### config.mk
export PLATFORM = sky130hd
export DESIGN_NAME = global_ale
export DESIGN_NICKNAME = d
export VERILOG_FILES = /design/src/rtl/global_ale.sv
export SDC_FILE = /design/constraint.sdc
export NUM_CORES = 1
export LEC_CHECK = 0
export ABC_CLOCK_PERIOD_IN_PS = 5200
export CORE_UTILIZATION = 57
export DETAILED_ROUTE_END_ITERATION = 8
export GPL_TIMING_DRIVEN = 0
export PLACE_DENSITY = 0.83
export SLEW_MARGIN = 15
export SYNTH_ARGS = -nofsm -noshare
export SYNTH_HDL_FRONTEND = slang
export SYNTH_SLANG_ARGS = --single-unit
### constraint.sdc
create_clock -name clk -period 5.2 [get_ports clk]
set_input_delay 0.52 -clock clk [delete_from_list [all_inputs] [get_ports clk]]
set_output_delay 0.52 -clock clk [all_outputs]
set_load 0.01 [all_outputs]
### src/rtl/global_ale.sv
// Frame-level global atmospheric light estimator: publishes RGB of the max dark-channel pixel.
// Define GLOBAL_ALE_IIR_EN to blend each new A with the previous one (3:1 temporal smoothing).
module global_ale #(
  parameter int          IMG_W     = 640,
  parameter int          IMG_H     = 480,
  parameter logic [7:0]  A_DEFAULT = 8'd255
) (
  input  logic       clk,
  input  logic       rst,
  input  logic       in_valid,
  output logic       in_ready,
  input  logic       sof,
  input  logic [7:0] IDark,
  input  logic [7:0] R,
  input  logic [7:0] G,
  input  logic [7:0] B,
  output logic [7:0] AR_global,
  output logic [7:0] AG_global,
  output logic [7:0] AB_global,
  output logic       A_valid,
  output logic       sof_err
);

  localparam int FRAME_PIX = IMG_W * IMG_H;
  localparam int CW = (FRAME_PIX > 1) ? $clog2(FRAME_PIX) : 1;
  localparam logic [CW-1:0] CNT_LAST = CW'(FRAME_PIX - 1);
  localparam logic [CW-1:0] CNT_ONE = CW'(1);

  typedef enum logic [1:0] {
    IDLE,
    ACCUM,
    PUBLISH
  } state_t;

  state_t        state;
  logic [CW-1:0] cnt;
  logic [7:0]    max_dark;
  logic [7:0]    cand_r;
  logic [7:0]    cand_g;
  logic [7:0]    cand_b;
  logic          accept;

  assign in_ready = (state != PUBLISH);
  assign accept   = in_valid & in_ready;

`ifdef GLOBAL_ALE_IIR_EN
  function automatic logic [7:0] blend(
    input logic [7:0] a_old,
    input logic [7:0] cand
  );
    logic [9:0] sum;
    sum = {2'b00, a_old} + {1'b0, a_old, 1'b0} + {2'b00, cand};
    return sum[9:2];
  endfunction
`else
  function automatic logic [7:0] blend(
    input logic [7:0] a_old,
    input logic [7:0] cand
  );
    logic [7:0] unused;
    unused = a_old;
    return cand;
  endfunction
`endif

  always_ff @(posedge clk) begin
    if (rst) begin
      state     <= IDLE;
      cnt       <= '0;
      max_dark  <= '0;
      cand_r    <= '0;
      cand_g    <= '0;
      cand_b    <= '0;
      AR_global <= A_DEFAULT;
      AG_global <= A_DEFAULT;
      AB_global <= A_DEFAULT;
      A_valid   <= 1'b0;
      sof_err   <= 1'b0;
    end else begin
      A_valid <= 1'b0;
      sof_err <= 1'b0;
      unique case (state)
        IDLE: begin
          if (accept && sof) begin
            max_dark <= IDark;
            cand_r   <= R;
            cand_g   <= G;
            cand_b   <= B;
            if (FRAME_PIX == 1) begin
              cnt   <= '0;
              state <= PUBLISH;
            end else begin
              cnt   <= CNT_ONE;
              state <= ACCUM;
            end
          end
        end
        ACCUM: begin
          if (accept) begin
            if (sof) begin
              // restart: partial frame is abandoned, outputs untouched
              sof_err  <= 1'b1;
              max_dark <= IDark;
              cand_r   <= R;
              cand_g   <= G;
              cand_b   <= B;
              cnt      <= CNT_ONE;
            end else begin
              if (IDark > max_dark) begin
                max_dark <= IDark;
                cand_r   <= R;
                cand_g   <= G;
                cand_b   <= B;
              end
              if (cnt == CNT_LAST) begin
                cnt   <= '0;
                state <= PUBLISH;
              end else begin
                cnt <= cnt + CNT_ONE;
              end
            end
          end
        end
        PUBLISH: begin
          AR_global <= blend(AR_global, cand_r);
          AG_global <= blend(AG_global, cand_g);
          AB_global <= blend(AB_global, cand_b);
          A_valid   <= 1'b1;
          state     <= IDLE;
        end
        default: state <= IDLE;
      endcase
    end
  end

endmodule

==> results of run 1 <==
==> power breakdown <==
part           switching [mW]  internal (mW)
registers              0.0100          0.621
clock network           0.219          0.282
logic                  0.0602         0.0711
==> worst paths after layout <==
kind	start	endpoint	slack [ns]	cells after the start
worst max register to register	max_dark[3]	cand_r[0]	3.27	8
worst min register to register	AR_global[1]	AR_global[1]	0.47	2
worst max-delay path	state[1]	in_ready	2.27	5
worst min-delay path	AR_global[1]	AR_global[1]	0.47	2
==> cell families after synthesis <==
family	synth area share (%)
simple gates	33.8
flops	42.0
buf+inv	4.82
mux	8.51
compound gates	5.58
xor+xnor	2.33
fa+ha+maj	2.99
==> cells in the final DEF (no fill, tap or decap), types with 9 or more instances in the layout <==
| cell type | instances |
|---|---|
| nand2b_1 | 65 |
| clkdlybuf4s50_1 | 61 |
| xor2_1 | 9 |
| mux2i_1 | 32 |
| clkbuf_1 | 15 |
| nand3_1 | 10 |
| nand3b_1 | 26 |
| ha_1 | 9 |
| inv_1 | 9 |
| dfxtp_1 | 79 |
| clkbuf_8 | 10 |
| nand2_1 | 57 |
| nor2_2 | 10 |
| nand4_1 | 9 |
==> cell type report <==
type	instances	area, µm²
clock inverter	5	82.6
timing repair buffer	61	611
clock buffer	10	138
buffer	24	144
sequential	79	1580
multi-input combinational	291	2000
tap	77	96.3
inverter	10	37.5
fill	471	1660
==> metrics by stage <==
step                power (mW)  setup WS, ns  utilization, %  cell area (µm²)
floorplan                0.728          3.27               -             3770
global placement         0.773          2.67            70.4             4470
detailed placement       0.777          2.62            70.4             4470
CTS                       1.27          2.26            73.9             4690
global route              1.31          2.13            73.9             4690
finish                    1.26          2.27            73.9             4690
==> worst register-to-register path, delay by kind of cell (launching register included) <==
kind | cells | cell delay, ns
flip-flops | 1 | 0.33
AO/OA/AOI/OAI | 3 | 0.68
AND/OR/NAND/NOR | 1 | 0.09
multiplexers | 1 | 0.22
adder cells (fa/ha/maj) | 1 | 0.28
buffers and inverters | 2 | 0.26
==> registers in the layout, indices dropped and copies added, names as in the netlist, 8 cells and up <==
signal / count
cnt: 19
AG_global: 8
AB_global: 8
cand_b: 8
cand_r: 8
max_dark: 8
AR_global: 8
cand_g: 8
==> layer usage <==
layer,routed length [µm],global-route usage (%),share of wire [%]
met5,0,0,0
met4,107,7.84,1.4
met3,354,5.27,4.5
met2,3860,40.8,49
met1,3530,28.7,45
==> run metrics, run 1 <==
die width 83.3 µm; max-cap violation count 0; status completed; gpl congestion 0.766; top post-synthesis cells by count 79 x dfxtp_1, 65 x nand2b_1, 57 x nand2_1; CP max FO 10; CTS H-Tree Depth 3; largest net degree at the start of global routing 14; clk root buf clkbuf_8; CP cell instances nor2b_1 -> clkbuf_1 -> clkinv_1 -> clkbuf_1 -> clkdlybuf4s50_1; Hold Crit Class register to register; first-pass GRT wire length 13.1 mm; Clock Latency Late Sink 0.35 ns; post-cts sizing count 0; final setup vio count 0; Synth Net Count 449; Clock Skews 0.00516 ns; Top delay family on crit path buffers and inverters; Layout Cells excl Fill 557; Layout area overhead 24.6%; unrepaired setup endpoints after global routing no; ant diodes 0; crit path DAT 2.41 ns; Synth cell types 46; fmax 341 MHz; Worst Path Buf+Inv 4; clock slew seen by the registers of the worst setup and hold paths 0.08 ns; most common cell in the synthesized netlist dfxtp_1; Hold Slack 0.466 ns; Max transition margin 63.0%; Critical Path Source Type register; Initial Util 59.3%; most frequent cell on the critical path clkbuf_1; synthesized cell area 3770 µm²; Post-Syn Instances 404; post-synth top area share 42.0%; setup TNS 0 ns; I/O pin cnt 63; nets 521; critical path's largest stage delay 0.56 ns; vias per cell 5.34; vias post-DR 2975; core footprint 6350 µm²; post-synthesis sequential area ratio 42.0%; Data required, critical path 4.68 ns; Hold Buf Count CTS 0; Leak Pwr 1.85 nW; die footprint 6940 µm²; Setup CP Type register to primary output; Wirelength per Cell 14.1 µm; Slew @ Worst Pin 0.555 ns; Crit-path slowest cell clkdlybuf4s50_1; ys flop type dfxtp_1; final WL 7.85 mm; Port Buffers 61; site row count 29; Mapped Avg Cell Area 9.32 µm²; crit path time final 2.93 ns; initial antenna violation count 0; die height 83.3 µm; final-report hold violation count 0; placed cells 542; Total Routing Usage GR 23.5%; VDD IR max 0.264 mV; dominant cell type by area after synthesis dfxtp_1; Synth async-reset ratio 0%; DP HPWL 5.64 mm; flop and latch count out of synthesis 79; layout cells sized above 1 9.17%; Post-synth EDFFs 0; Final Max Slew Viols 0; pwr/cell area 269 nW/µm²; CTS tree yes; vias in the first global route 2927; GRT Residual Overflow 0; drt first pass iters 4; Antenna Violating Nets Remaining 0; # clock sinks 79; clk buf depth 2; CP Capture Type primary output; Iteration-0 DRC Markers 99; clock buffer count from CTS 9; Synth warnings 0; DRC viols 0; Final period util 56.4%; post-CTS setup buffer count 0; main area contributors after synthesis dfxtp_1 42%, nand2b_1 11%, mux2i_1 8.5%, nand2_1 5.7%, nand3b_1 5.2%
(Power assumes the default switching activity.)
==> run 2, diff against run 1 <==
ABC_CLOCK_PERIOD_IN_PS = 2370   (was 5200)
CORE_UTILIZATION = 48   (was 57)
PLACE_DENSITY = 0.74   (was 0.83)
clock period = 2.37 ns   (was 5.2 ns; I/O delays follow)
==> run 2 against run 1 <==
Effect of this change: flip-flop and latch count is the same; largest cell class unchanged; critical path depth shrank 1; hold slack got worse by 0.069 ns; sequential power rose by 120%; total power is 130% higher; die area rose by 18%; final cell count increased by 3.8%; routed wire length increased by 1.1%; utilization fell by 9.9 points; highest routed layer unchanged; setup slack worse by 2.1 ns; critical path type unchanged.
==> run metrics, run 2 (same netlist as run 1, synthesis figures left out) <==
status completed (unchanged); gpl congestion 0.763 (was 0.766); sequential power share 48.1% (was 50.0%); core footprint 7410 µm² (was 6350 µm²); Endpoint, Worst Hold cand_b[1] (was AR_global[1]); final-report hold violation count 0 (unchanged); Final Max Slew Viols 0 (unchanged); critical path's largest stage delay 0.55 ns (was 0.56 ns); CP cell instances nor2b_1 -> clkbuf_2 -> clkinv_2 -> clkdlybuf4s50_1 (was nor2b_1 -> clkbuf_1 -> clkinv_1 -> clkbuf_1 -> clkdlybuf4s50_1); critical hold path startpoint rst (was AR_global[1]); Slew @ Worst Pin 0.530 ns (was 0.555 ns); CP Capture Type primary output (unchanged); internal power 2.24 mW (was 0.974 mW); first-pass GRT wire length 13.6 mm (was 13.1 mm); vias per cell 5.07 (was 5.34); Clock Latency Late Sink 0.34 ns (was 0.35 ns); VDD IR max 0.327 mV (was 0.264 mV); power share of the clock group 42.0% (was 39.6%); reg2reg start max_dark[3] (unchanged); Max transition margin 64.5% (was 63.0%); crit path DAT 1.94 ns (was 2.41 ns); commonest non-fill, non-tap cell in the layout dfxtp_1 (unchanged); final setup vio count 0 (unchanged); crit path time final 2.17 ns; unrepaired setup endpoints after global routing no (unchanged); # clock sinks 79 (unchanged); Hold Crit Class primary input to register (was register to register); max-cap violation count 0 (unchanged); Tot Pwr 2.88 mW (was 1.26 mW); DP HPWL 5.80 mm (was 5.64 mm); largest net degree at the start of global routing 18 (was 14); vias post-DR 2930 (was 2975); Leak Pwr 1.86 nW (was 1.85 nW); die height 90.6 µm (was 83.3 µm); clk root buf clkbuf_8 (unchanged); switching share of power 22.1% (was 22.9%); R2R cell count 8 (unchanged); Final period util 91.7%; ant diodes 0 (unchanged); die width 90.6 µm (was 83.3 µm); initial antenna violation count 0 (unchanged); pwr/cell area 608 nW/µm² (was 269 nW/µm²); Comb power frac 10.0% (was 10.4%); Largest Register cnt (unchanged); I/O pin cnt 63 (unchanged); CTS H-Tree Depth 3 (unchanged); Iteration-0 DRC Markers 108 (was 99); site row count 31 (was 29); Data required, critical path 2.13 ns (was 4.68 ns); Hold Path Depth 3 (was 2); Port Buffers 61 (unchanged); clock buffer count from CTS 9 (unchanged); vias in the first global route 2903 (was 2927); nets 520 (was 521); Reg2Reg Capture Point cand_r[3] (was cand_r[0]); fin area 4740 µm² (was 4690 µm²); final WL 7.94 mm (was 7.85 mm); Largest register FFs 19 (unchanged); CP max FO 17 (was 10); Top delay family on crit path buffers and inverters (unchanged); drt first pass iters 4 (unchanged); die footprint 8200 µm² (was 6940 µm²); layout cells sized above 1 9.60% (was 9.17%); DRC viols 0 (unchanged); Setup CP Type register to primary output (unchanged); Antenna Violating Nets Remaining 0 (unchanged); Layout area overhead 25.9% (was 24.6%); Wirelength per Cell 13.7 µm (was 14.1 µm); Worst Path Buf+Inv 3 (was 4); Crit-path slowest cell clkdlybuf4s50_1 (unchanged); most frequent cells in the layout 79 x dfxtp_1, 65 x nand2b_1, 61 x clkdlybuf4s50_1 (unchanged); post-place instance area 4500 µm² (was 4470 µm²); clock slew seen by the registers of the worst setup and hold paths 0.08 ns (about the same); CTS tree yes (unchanged); GRT Residual Overflow 0 (unchanged); Clock Skews 0.00944 ns (was 0.00516 ns); Total Routing Usage GR 20.8% (was 23.5%); Initial Util 50.8% (was 59.3%); Sw Pwr 0.638 mW (was 0.289 mW); clk buf depth 2 (unchanged); Hold Buf Count CTS 0 (unchanged); setup TNS 0 ns (unchanged); R2R setup slack 0.39 ns (was 3.27 ns); fmax 460 MHz; Critical Path Source Type register (unchanged)
-- run 2: changes by cell type in the layout (fill, tap and decap cells not counted), sizes merged --
cell      change
clkinv        -2
clkinvlp      +1
bufinv        +1
clkbuf        -1
-- run 2: worst max path at each step --
stage / to / slack [ns] / depth (start not counted) / startpoint
after floorplan: cand_b[0] / 0.61 / 8 / max_dark[3]
after global placement: in_ready / 0.11 / 5 / state[1]
after detailed placement: in_ready / 0.09 / 5 / state[1]
after CTS: in_ready / 0.15 / 4 / state[1]
after global routing: in_ready / 0.04 / 4 / state[1]
final: in_ready / 0.20 / 4 / state[1]
-- run 2: metal layers --
layer | track usage, % | part of all wire [%]
met1 | 26.5 | 48
met2 | 35.2 | 48
met3 | 3.79 | 3.7
met4 | 7.26 | 0.68
met5 | 0 | 0
-- run 2: power by group through the flow --
stage          logic (mW)  registers (mW)  clock network (mW)
4_1_cts             0.291            1.39                1.23
5_1_grt             0.317            1.39                1.30
6_report            0.288            1.39                1.21
3_5_place_dp        0.289            1.42                   0
2_1_floorplan       0.188            1.41                   0
3_3_place_gp        0.286            1.41                   0
-- run 2: worst min-delay path: stages --
cell and delay (ns):
clkbuf_1 0.17, nand2b_1 0.18, mux2i_1 0.11
-- run 2: final cells by class --
cell class	count	area [µm²]
Fill cell	654	2670
Multi-Input combinational cell	291	2000
Sequential cell	79	1580
Timing Repair Buffer	61	611
Buffer	23	141
Clock buffer	10	138
Tap cell	99	124
Clock inverter	5	106
Inverter	10	38.8
-- run 2: timing repair --
item	CTS	global route
setup buffers	0	0
gates resized for setup	2	0
setup endpoints to repair	1	0
-- run 2: through the flow --
stage | instances | setup slack (ns) | util, % | hold WS (ns)
6_report | 578 | 0.197 | 64.0 | 0.397
2_1_floorplan | 404 | 0.614 | - | 0.387
3_3_place_gp | 564 | 0.108 | 60.7 | 0.446
3_5_place_dp | 564 | 0.0855 | 60.7 | 0.457
4_1_cts | 578 | 0.146 | 64.0 | 0.398
5_1_grt | 578 | 0.0430 | 64.0 | 0.465
